==> src/rtl/aes128_sbox_arbiter_if.sv <==
// rtl/aes128_sbox_arbiter_if.sv - request/result bus of the two-requester shared S-box arbiter
interface aes128_sbox_arbiter_if;
    logic [1:0]      req_i;
    logic [1:0][3:0] len_i;
    logic [1:0][7:0] data_i;
    logic [1:0]      gnt_o;
    logic [3:0]      idx_o;
    logic [1:0]      valid_o;
    logic [7:0]      result_o;
    logic [1:0]      done_o;
    logic            busy_o;
    logic [7:0]      sbox_sub_o;
    logic [7:0]      sbox_sub_i;

    modport slave (
        input  req_i, len_i, data_i, sbox_sub_i,
        output gnt_o, idx_o, valid_o, result_o, done_o, busy_o, sbox_sub_o
    );

    modport master (
        output req_i, len_i, data_i, sbox_sub_i,
        input  gnt_o, idx_o, valid_o, result_o, done_o, busy_o, sbox_sub_o
    );
endinterface

==> src/rtl/aes128_sbox_arbiter.sv <==
// rtl/aes128_sbox_arbiter.sv - round-robin burst arbiter sharing one S-box; AES128_SBOX_ARB_REG_EN registers the result
module aes128_sbox_arbiter #(
    parameter int MAX_BURST = 16
) (
    input  logic                  clk_i,
    input  logic                  rst_i,
    aes128_sbox_arbiter_if.slave  bus
);
    localparam logic [1:0] ST_IDLE  = 2'd0;
    localparam logic [1:0] ST_BURST = 2'd1;
`ifdef AES128_SBOX_ARB_REG_EN
    localparam logic [1:0] ST_DRAIN = 2'd2;
`endif
    localparam logic [3:0] LEN_CAP  = 4'(MAX_BURST - 1);

    logic [1:0] state;
    logic       owner;
    logic [3:0] len_q;
    logic [3:0] cnt;
    logic       ptr;
    logic [1:0] done_q;

    logic       pick;
    logic [3:0] pick_len;
    logic [1:0] owner_oh;
    logic       in_burst;
    logic       last_beat;

    // Contention goes to the pointer; a lone request wins outright.
    always_comb begin
        pick = 1'b0;
        if (bus.req_i == 2'b11) begin
            pick = ptr;
        end else if (bus.req_i[1]) begin
            pick = 1'b1;
        end
    end

    assign pick_len  = (bus.len_i[pick] > LEN_CAP) ? LEN_CAP : bus.len_i[pick];
    assign owner_oh  = owner ? 2'b10 : 2'b01;
    assign in_burst  = (state == ST_BURST);
    assign last_beat = in_burst && (cnt == len_q);

    always_ff @(posedge clk_i) begin
        if (rst_i) begin
            state  <= ST_IDLE;
            owner  <= 1'b0;
            len_q  <= 4'd0;
            cnt    <= 4'd0;
            ptr    <= 1'b0;
            done_q <= 2'b00;
        end else begin
            done_q <= 2'b00;
            case (state)
                ST_IDLE: begin
                    if (|bus.req_i) begin
                        owner <= pick;
                        len_q <= pick_len;
                        cnt   <= 4'd0;
                        state <= ST_BURST;
                    end
                end
                ST_BURST: begin
                    // Hold the counter on the final beat so length 15 never wraps.
                    if (last_beat) begin
`ifdef AES128_SBOX_ARB_REG_EN
                        state  <= ST_DRAIN;
`else
                        state  <= ST_IDLE;
                        done_q <= owner_oh;
                        ptr    <= ~owner;
`endif
                    end else begin
                        cnt <= cnt + 4'd1;
                    end
                end
`ifdef AES128_SBOX_ARB_REG_EN
                ST_DRAIN: begin
                    state  <= ST_IDLE;
                    done_q <= owner_oh;
                    ptr    <= ~owner;
                end
`endif
                default: state <= ST_IDLE;
            endcase
        end
    end

    assign bus.sbox_sub_o = in_burst ? bus.data_i[owner] : 8'd0;
    assign bus.done_o     = done_q;
    assign bus.busy_o     = (state != ST_IDLE);

`ifdef AES128_SBOX_ARB_REG_EN
    logic [7:0] res_q;
    logic [1:0] valid_q;
    logic [3:0] idx_q;

    always_ff @(posedge clk_i) begin
        if (rst_i) begin
            res_q   <= 8'd0;
            valid_q <= 2'b00;
            idx_q   <= 4'd0;
        end else if (in_burst) begin
            res_q   <= bus.sbox_sub_i;
            valid_q <= owner_oh;
            idx_q   <= cnt;
        end else begin
            res_q   <= 8'd0;
            valid_q <= 2'b00;
            idx_q   <= 4'd0;
        end
    end

    // Grant stays up through DRAIN while the last registered result is emitted.
    assign bus.gnt_o    = (in_burst || (state == ST_DRAIN)) ? owner_oh : 2'b00;
    assign bus.result_o = res_q;
    assign bus.valid_o  = valid_q;
    assign bus.idx_o    = idx_q;
`else
    assign bus.gnt_o    = in_burst ? owner_oh : 2'b00;
    assign bus.result_o = in_burst ? bus.sbox_sub_i : 8'd0;
    assign bus.valid_o  = in_burst ? owner_oh : 2'b00;
    assign bus.idx_o    = in_burst ? cnt : 4'd0;
`endif
endmodule

==> src/flat_wrapper.sv <==
// flat-port wrapper written by rule: the top's interface ports become plain ports
module aes128_sbox_arbiter_flat 
#(
    parameter int MAX_BURST = 16
)
  (clk_i, rst_i, bus_req_i, bus_len_i, bus_data_i, bus_sbox_sub_i, bus_gnt_o, bus_idx_o, bus_valid_o, bus_result_o, bus_done_o, bus_busy_o, bus_sbox_sub_o);
  aes128_sbox_arbiter_if bus_i ();
  input  logic clk_i;
  input  logic rst_i;
  input wire logic [$bits(bus_i.req_i)-1:0] bus_req_i;
  input wire logic [$bits(bus_i.len_i)-1:0] bus_len_i;
  input wire logic [$bits(bus_i.data_i)-1:0] bus_data_i;
  input wire logic [$bits(bus_i.sbox_sub_i)-1:0] bus_sbox_sub_i;
  output wire logic [$bits(bus_i.gnt_o)-1:0] bus_gnt_o;
  output wire logic [$bits(bus_i.idx_o)-1:0] bus_idx_o;
  output wire logic [$bits(bus_i.valid_o)-1:0] bus_valid_o;
  output wire logic [$bits(bus_i.result_o)-1:0] bus_result_o;
  output wire logic [$bits(bus_i.done_o)-1:0] bus_done_o;
  output wire logic [$bits(bus_i.busy_o)-1:0] bus_busy_o;
  output wire logic [$bits(bus_i.sbox_sub_o)-1:0] bus_sbox_sub_o;
  assign bus_i.req_i = bus_req_i;
  assign bus_i.len_i = bus_len_i;
  assign bus_i.data_i = bus_data_i;
  assign bus_i.sbox_sub_i = bus_sbox_sub_i;
  assign bus_gnt_o = bus_i.gnt_o;
  assign bus_idx_o = bus_i.idx_o;
  assign bus_valid_o = bus_i.valid_o;
  assign bus_result_o = bus_i.result_o;
  assign bus_done_o = bus_i.done_o;
  assign bus_busy_o = bus_i.busy_o;
  assign bus_sbox_sub_o = bus_i.sbox_sub_o;
  aes128_sbox_arbiter #(.MAX_BURST(MAX_BURST)) u_core (.clk_i(clk_i), .rst_i(rst_i), .bus(bus_i));
endmodule
==> config.mk <==
export PLATFORM = sky130hd
export DESIGN_NAME = aes128_sbox_arbiter_flat
export DESIGN_NICKNAME = d
export VERILOG_FILES = /design/src/rtl/aes128_sbox_arbiter_if.sv /design/src/rtl/aes128_sbox_arbiter.sv /design/src/flat_wrapper.sv
export SDC_FILE = /design/constraint.sdc
export NUM_CORES = 1
export LEC_CHECK = 0
export CORE_MARGIN = 2
export CORE_UTILIZATION = 36
export CTS_CLUSTER_SIZE = 28
export DETAILED_ROUTE_END_ITERATION = 12
export MAX_ROUTING_LAYER = met4
export PLACE_DENSITY = 0.84
export SYNTH_ARGS = -nofsm -noshare
export SYNTH_HDL_FRONTEND = slang
export SYNTH_SLANG_ARGS = --single-unit
==> constraint.sdc <==
create_clock -name clk_i -period 3.5 [get_ports clk_i]
set_input_delay 0.35 -clock clk_i [delete_from_list [all_inputs] [get_ports clk_i]]
set_output_delay 0.35 -clock clk_i [all_outputs]
set_load 0.02 [all_outputs]
Word-level counts from Yosys, hierarchy flattened

Cells that the tools add are included.

RAM bits: 0
Flip-flop bits (word level): 14
Memory bits (read-only): 0
Input port bits: 36
Latch bits: 0
Memories: 0

Bitwise logic cells: 3
Add/sub/neg operators: 1
Shift operators: 0
Mux-type cells: 18
$lt $le $gt $ge: 3
Divide/modulo/power cells: 0
Reductions and logical operators: 10
Multiply operators: 0
Eq/ne operators: 6

Operators with widths:

| operator                                                               | number |
|---|---|
| 8-bit two-way mux                                                      | 4 |
| 4-bit two-way mux                                                      | 6 |
| 2-bit two-way mux                                                      | 4 |
| 4-bit one-hot mux with 2 select lines                                  | 1 |
| 2-bit AND reduction                                                    | 3 |
| 4-bit by 1-bit adder with 4-bit output (second input constant)         | 1 |
| 4-bit equality test                                                    | 1 |
| 4-bit > comparator (second input constant)                             | 1 |
| 1-bit by 2-bit < comparator with 1-bit output (second input constant)  | 2 |
| 2-bit != test (second input constant)                                  | 2 |
| 2-bit one-hot mux with 2 select lines                                  | 1 |
| 2-bit nonzero test                                                     | 2 |
| 1-bit inverter                                                         | 3 |
| 3-bit AND reduction                                                    | 1 |
| 3-bit OR reduction                                                     | 1 |
| 2-bit by 1-bit equality test with 1-bit output (second input constant) | 1 |
| 2-bit equality test (second input constant)                            | 1 |
| 2-bit logical NOT                                                      | 1 |
| 1-bit two-way mux                                                      | 2 |
| 2-bit by 1-bit != test with 1-bit output (second input constant)       | 1 |
| 2-bit OR reduction                                                     | 1 |
| 1-bit logical AND                                                      | 1 |

Logic depth before layout (Yosys ltp)

Gate-level depths: netlist (run 1).

Depth in word-level cells: 6
Mapped depth: 5
Mapped depth without buffers: 5

Worst setup path before layout (run 1)

OpenSTA, ideal clock, no wires.

Kind: register to output
From: reg u_core.state[0]
To: out bus_valid_o[1]
Data required time: 3,150 ps
Path slack: 1,680 ps
Data arrival time: 1,470 ps
Cell stages (with the launch flop): 5
Cells stage by stage: dfxtp_1 clkbuf_1 clkbuf_1 and2_1 buf_4

Cells in the longest elaborated chain, start to end: 2

RTL lines:

| what                                           | RTL line                  | RTL |
|---|---|---|
| start: declaration                             | aes128_sbox_arbiter.sv:16 | `logic [1:0] state;` |
| start signal: assignment                       | aes128_sbox_arbiter.sv:46 | `state <= ST_IDLE;` |
| start signal: assignment                       | aes128_sbox_arbiter.sv:60 | `state <= ST_BURST;` |
| start signal: assignment                       | aes128_sbox_arbiter.sv:69 | `state <= ST_IDLE;` |
| 2-bit by 1-bit equality test with 1-bit output | aes128_sbox_arbiter.sv:41 | `assign in_burst = (state == ST_BURST);` |
| 2-bit two-way mux                              | --                        |  |
| end: declaration                               | flat_wrapper.sv:16        | `output wire logic [$bits(bus_i.valid_o)-1:0] bus_valid_o;` |

Every way passes these cells.

Worst setup path in the final report (run 1)

From: reg u_core.state[0]
To: out bus_gnt_o[0]

Cells in the longest elaborated chain, start to end: 2

RTL lines:

| what                                           | RTL line                   | RTL |
|---|---|---|
| 2-bit by 1-bit equality test with 1-bit output | aes128_sbox_arbiter.sv:41  |  |
| 2-bit two-way mux                              | aes128_sbox_arbiter.sv:120 | `assign bus.gnt_o = in_burst ? owner_oh : 2'b00;` |
| end: declaration                               | flat_wrapper.sv:14         | `output wire logic [$bits(bus_i.gnt_o)-1:0] bus_gnt_o;` |

Every way passes these cells.

==> results of run 1 <==
==> through the flow <==
step | power, mW | util, % | instances
final | 0.463 | 67.0 | 189
after global routing | 0.496 | 67.0 | 189
after global placement | 0.371 | 65.8 | 185
after CTS | 0.467 | 67.0 | 189
after floorplan | 0.285 | - | 104
after detailed placement | 0.376 | 65.8 | 185
==> power by group through the flow <==
stage / combinational, mW / clock (mW) / sequential (mW)
global placement: 0.186 / 0 / 0.185
detailed placement: 0.190 / 0 / 0.186
floorplan: 0.111 / 0 / 0.174
finish: 0.189 / 0.0914 / 0.182
global route: 0.202 / 0.108 / 0.186
CTS: 0.191 / 0.0944 / 0.182
==> routing by layer <==
layer	vias up	wire length, µm	track usage (%)
met3	2	112	5.43
met5	-	0	-
li1	471	-	-
met4	0	17	3.85
met2	23	1270	30.4
met1	392	947	19.9
==> state kept, by name, indices dropped and copies added, names as in the netlist <==
signal,count
u_core.cnt,4
u_core.len_q,4
u_core.ptr,1
u_core.bus.done_o,2
u_core.state,1
u_core.owner,1
==> final cells by class <==
type / count / area [µm²]
clock buffers: 4 / 26.3
flip-flops and latches: 13 / 260
repair buffers: 62 / 621
well taps: 28 / 35.0
fillers: 197 / 737
inverters: 4 / 15.0
multi-input cells: 78 / 539
==> Yosys cell counts (all sizes together), types with 2 or more instances <==
| master | number | share of area, % |
|---|---|---|
| nor2b | 9 | 6.6 |
| nor2 | 8 | 3.5 |
| xor2 | 4 | 4.1 |
| nor3 | 3 | 1.8 |
| or2 | 2 | 1.5 |
| a211oi | 4 | 3.5 |
| buf | 4 | 2.8 |
| inv | 4 | 1.8 |
| nand3 | 6 | 3.5 |
| clkbuf | 5 | 2.2 |
| and2 | 13 | 9.5 |
| a21oi | 6 | 3.5 |
| dfxtp | 13 | 30 |
| mux2i | 13 | 15 |
==> worst reg2reg max path, stage by stage (launching register included) <==
cell     delay (ps)
dfxtp_1         930
o41ai_2         300
or2_1           280
a21oi_1         130
==> kinds of logic (layout without fill, tap and decap cells) <==
group | count (synthesis) | in the layout | synth area share (%)
xor+xnor | 5 | 5 | 5.11
fa+ha+maj | 1 | 1 | 1.46
flops | 13 | 13 | 30.4
compound gates | 15 | 15 | 12.6
simple gates | 44 | 44 | 28.6
buf+inv | 13 | 70 | 6.71
mux | 13 | 13 | 15.2
==> worst min-delay path by stage <==
stage / endpoint / slack [ps] / depth (start not counted)
floorplan: u_core.cnt[2] / 470 / 1
global placement: u_core.len_q[2] / 500 / 2
detailed placement: u_core.len_q[2] / 510 / 2
CTS: u_core.len_q[2] / 520 / 2
global route: u_core.len_q[1] / 550 / 2
finish: u_core.len_q[2] / 510 / 2
==> qor.tcl, run 1 <==
set qor(synth_nets) 141
set qor(avgRoutedWirePerCell_um) 12.4
set qor(report.final.slew_viol_count) 0
set qor(layout-drive-gt1-share_pct) 3.11
set qor(worst_ir_drop_vdd_mv) 0.304
set qor(detail_route.drc_violations) 0
set qor(yosys.cell_types.count) 27
set qor(ys_async_sr_fraction_pct) 0
set qor(seq_area_frac_synth_pct) 30.4
set qor(max-slew-margin-rel_pct) 38.3
set qor(placedInstanceArea_mm2) 0.00147
set qor(wire_length_of_the_first_global_routing_pass_mm) 3.55
set qor(coreArea_mm2) 0.00223
set qor(internal-power_uw) 311
set qor(clkTransAtPathRegs_ps) 80
set qor(placement.setup.worst_slack_ps) 1360
set qor(numPortBuffers) 62
set qor(drt_antenna_net_count) 0
set qor(crit_path_end_kind) {primary output}
set qor(overall_overflow_remaining_after_global_route) 0
set qor(finalWorstPathRequiredPeriod_ps) 2420
set qor(power-per-cell-area_mw_per_mm2) 309
set qor(rsz0062_at_grt) {false}
set qor(drt-vias-per-instance) 4.70
set qor(cts_hold_repair.buffers) 0
set qor(cts_sinks) 13
set qor(reg2regPathDepth) 3
set qor(tightest_slew_ps) 925
set qor(final.setup_skew_ps) 2.35
set qor(cts_resized) 0
set qor(antenna-diode-count) 0
set qor(timing_hold_violations_final) 0
set qor(vias_in_the_first_global_route) 807
set qor(cp-start-kind) {register}
set qor(die_w_um) 52.8
set qor(clock_tree.root_cell) {clkbuf_4}
set qor(p_sw_share_pct) 32.7
set qor(syn_area_um2) 857
set qor(clock_insertion_delay_worst_skew_ps) 270
set qor(slowest_stage) {dfxtp_1}
set qor(critPathCapture) {bus_gnt_o[0]}
set qor(dp_hpwl_mm) 1.87
set qor(syn-instance-count) 104
set qor(die_h_um) 52.8
set qor(tns_ps) 0
set qor(vias) 888
set qor(timing.rr.start) {u_core.state[0]}
set qor(grt_start_max_net_pins) 35
set qor(detail_route.wirelength_mm) 2.35
set qor(max-cap-violations) 0
set qor(drtIter0Drc) 5
set qor(setup.worst_path.class) {reg -> out}
set qor(path_max_fanout) 34
set qor(peak_per_stage_delay_on_the_critical_path_ps) 930
set qor(arrival_time_of_data_at_the_critical_path_endpoint_ps) 2070
set qor(drtPass1Iterations) 4
set qor(cts-htree-levels) 1
set qor(reg2reg_to) {u_core.cnt[0]}
set qor(synthFlopType) {dfxtp_1}
set qor(area_growth_syn_to_layout_pct) 74.6
set qor(comb_power_share_pct) 40.9
set qor(ys_seq_elements) 13
set qor(postSynthAreaPerCell_um2) 8.24
set qor(grt_antenna_before_repair) 0
set qor(ctsLongestPathBuffers) 2
set qor(final_area_mm2) 0.00150
set qor(warnings_synthesis) 0
set qor(cts_setup_buffers) 0
set qor(globalRouteTotalUtil_pct) 17.6
set qor(timing.hold.worst.class) {reg -> reg}
set qor(fp.dieArea_mm2) 0.00279
set qor(gp_congestion) 0.840
set qor(most-common-layout-cells) {clkdlybuf4s50_1 (62), mux2i_1 (13), and2_1 (13), dfxtp_1 (13), nor2b_1 (9)}
set qor(clock_power_share_pct) 19.7
set qor(floorplan.initialDensity_pct) 38.4
set qor(worst_case_register_to_register_setup_slack_ps) 1790
set qor(cp_cell_sequence) {nor2b_1 -> clkdlybuf4s50_1}
set qor(number_of_flops_mapped_to_enable_cells_by_yosys) 0
set qor(cp_data_required_time_ps) 3150
set qor(tritoncts.num_buffers) 3
set qor(setup_viol) 0
set qor(final_net_count) 199
set qor(timing.critical_path.depth) 2
set qor(startpoint) {u_core.state[0]}
set qor(cellLeakagePower_nw) 0.579
set qor(timing.critical_path.buf_inv) 1
set qor(sequentialPowerShare_pct) 39.4
set qor(hold-worst-slack_ps) 511
set qor(hold_path_startpoint) {u_core.len_q[2]}
set qor(max_clock_freq_mhz) 413
set qor(timing.final.ws_setup_ps) 1080
set qor(ios) 63
set qor(floorplan.rows) 17
set qor(tritoncts) {built}
set qor(switching_power_uw) 152
set qor(post_route_clock_period_utilization_pct) 69.2
set qor(cpLargestDelayFamily) {flip-flops}
set qor(layout.cells.most_common) {clkdlybuf4s50_1}
set qor(run_status) {completed}
Note: power is estimated with default switching activity, not from simulation.
==> inputs of run 2 (changes only) <==
CORE_UTILIZATION = 30   (was 36)
PLACE_DENSITY = 0.75   (was 0.84)
clock period = 2 ns   (was 3.5 ns; I/O delays follow)
==> run 2 against run 1 <==
  * Hold slack improved by 6.8 ps
  * Die area up 18%
  * Worst setup slack worse by 960 ps
  * Via count is 3.9% higher
  * Critical endpoint unchanged
==> qor.tcl, run 2 (synthesis gave the netlist of run 1 again) <==
set qor(run_status) {completed}
set qor(final_area_mm2) 0.00154 ;# +2.8%
set qor(power-per-cell-area_mw_per_mm2) 539 ;# +74%
set qor(grt_start_max_net_pins) 26 ;# -26%
set qor(clkTransAtPathRegs_ps) 80 ;# about the same
set qor(ios) 63 ;# unchanged
set qor(floorplan.rows) 19 ;# +2
set qor(arrival_time_of_data_at_the_critical_path_endpoint_ps) 1680 ;# -390 ps
set qor(max-cap-violations) 0 ;# unchanged
set qor(floorplan.initialDensity_pct) 31.4 ;# -7.0 points
set qor(timing.hold.worst.class) {reg -> reg}
set qor(antenna-diode-count) 0 ;# unchanged
set qor(drt_antenna_net_count) 0 ;# unchanged
set qor(worst_case_register_to_register_setup_slack_ps) 330 ;# -1460 ps
set qor(timing_hold_violations_final) 0 ;# unchanged
set qor(final_net_count) 202 ;# +1.5%
set qor(clock_tree.root_cell) {clkbuf_4}
set qor(final.setup_skew_ps) 3.57 ;# +1.22 ps
set qor(avgRoutedWirePerCell_um) 12.6 ;# +0.92%
set qor(drtPass1Iterations) 4 ;# unchanged
set qor(rsz0062_at_grt) {false}
set qor(worst_ir_drop_vdd_mv) 0.347 ;# +14%
set qor(post_route_clock_period_utilization_pct) 94.0
set qor(detail_route.wirelength_mm) 2.45 ;# +4.1%
set qor(die_w_um) 57.5 ;# +8.8%
set qor(finalWorstPathRequiredPeriod_ps) 1880
set qor(dp_hpwl_mm) 2.03 ;# +8.1%
set qor(critPathCapture) {bus_gnt_o[0]}
set qor(overall_overflow_remaining_after_global_route) 0 ;# unchanged
set qor(tritoncts) {built}
set qor(vias) 923 ;# +3.9%
set qor(wire_length_of_the_first_global_routing_pass_mm) 3.85 ;# +8.4%
set qor(max-slew-margin-rel_pct) 65.9 ;# +28 points
set qor(tritoncts.num_buffers) 3 ;# unchanged
set qor(gp_congestion) 0.753 ;# -10%
set qor(cts-htree-levels) 1 ;# unchanged
set qor(setup.worst_path.class) {reg -> out}
set qor(detail_route.drc_violations) 0 ;# unchanged
set qor(cts_resized) 2 ;# +2
set qor(path_max_fanout) 25 ;# -26%
set qor(cellLeakagePower_nw) 0.598 ;# +3.3%
set qor(max_clock_freq_mhz) 532
set qor(grt_antenna_before_repair) 0 ;# unchanged
set qor(report.final.slew_viol_count) 0 ;# unchanged
set qor(coreArea_mm2) 0.00273 ;# +22%
set qor(cts_sinks) 13 ;# unchanged
set qor(multi_input_area_um2) 539 ;# unchanged
set qor(die_h_um) 57.5 ;# +8.8%
set qor(tns_ps) 0 ;# unchanged
set qor(layout-drive-gt1-share_pct) 6.10 ;# +3.0 points
set qor(placement.setup.worst_slack_ps) 275 ;# -1090 ps
set qor(total_power_uw) 828 ;# +79%
set qor(reg2regPathDepth) 4 ;# +1
set qor(reg2reg_to) {u_core.cnt[2]}
set qor(clock_insertion_delay_worst_skew_ps) 270 ;# about the same
set qor(placedInstanceArea_mm2) 0.00151 ;# +2.6%
set qor(cp_data_required_time_ps) 1800 ;# -1350 ps
set qor(cts_setup_buffers) 0 ;# unchanged
set qor(drtIter0Drc) 16 ;# +11
set qor(cts_hold_repair.buffers) 0 ;# unchanged
set qor(setup_viol) 0 ;# unchanged
set qor(seq_area_um2) 263 ;# +0.96%
set qor(globalRouteTotalUtil_pct) 15.1 ;# -2.5 points
set qor(cp-start-kind) {register}
set qor(most-common-layout-cells) {clkdlybuf4s50_1 (62), mux2i_1 (13), and2_1 (13), dfxtp_1 (11), nor2b_1 (9)}
set qor(numPortBuffers) 62 ;# unchanged
set qor(layout.cells.most_common) {clkdlybuf4s50_1}
set qor(ctsLongestPathBuffers) 2 ;# unchanged
set qor(startpoint) {u_core.state[0]}
set qor(drt-vias-per-instance) 4.73 ;# +0.74%
set qor(hold-worst-slack_ps) 518 ;# +6.76 ps
set qor(vias_in_the_first_global_route) 911 ;# +13%
set qor(fp.dieArea_mm2) 0.00330 ;# +18%
set qor(fill_cells) 246 ;# +25%
set qor(area_growth_syn_to_layout_pct) 79.4
set qor(timing.final.ws_setup_ps) 120 ;# -957 ps
set qor(tightest_slew_ps) 506 ;# -418 ps
set qor(crit_path_end_kind) {primary output}
set qor(timing.rr.start) {u_core.cnt[0]}
-- run 2: changes by cell type in the layout (fill, tap and decap cells not counted) --
cell	before	now
dfxtp_1	13	11
dfxtp_2	0	2
buf_12	0	1
buf_4	0	2
-- run 2: worst min-delay path by stage --
stage	start	end	slack, ps	cells past startpoint
floorplan	rst_i	u_core.cnt[2]	320	1
global placement	u_core.len_q[0]	u_core.len_q[0]	500	2
detailed placement	u_core.len_q[3]	u_core.len_q[3]	500	2
CTS	u_core.len_q[3]	u_core.len_q[3]	520	2
global route	u_core.len_q[2]	u_core.len_q[2]	540	2
finish	u_core.len_q[3]	u_core.len_q[3]	520	2
-- run 2: cell type report --
class	instances	share of cell area, %
repair buffers	65	42.6
multi-input cells	78	35.1
flip-flops and latches	13	17.1
well taps	31	2.52
clock buffers	4	1.71
inverters	4	0.976
-- run 2: metrics by stage --
stage | std cells | utilization [%]
floorplan | 104 | -
global placement | 191 | 55.2
detailed placement | 191 | 55.2
CTS | 195 | 56.2
global route | 195 | 56.2
finish | 195 | 56.2
-- run 2: routing by layer --
| metal | up-vias | track usage (%) | wire length (µm) |
|---|---|---|---|
| li1 | 476 | - | - |
| met1 | 428 | 15.6 | 978 |
| met2 | 19 | 27.8 | 1370 |
| met3 | 0 | 4.76 | 101 |
| met4 | 0 | 2.99 | 0 |
| met5 | - | - | 0 |
-- run 2: where the power goes --
group          leakage [nW]  internal [mW]  switching, mW
Combinational         0.476          0.200          0.162
Sequential            0.107          0.281         0.0258
Clock                0.0150         0.0773         0.0826
-- run 2: critical path: stages (launching register included) --
cell and delay, ps:
dfxtp_2 420, buf_12 180, nor2b_1 180, clkdlybuf4s50_1 620
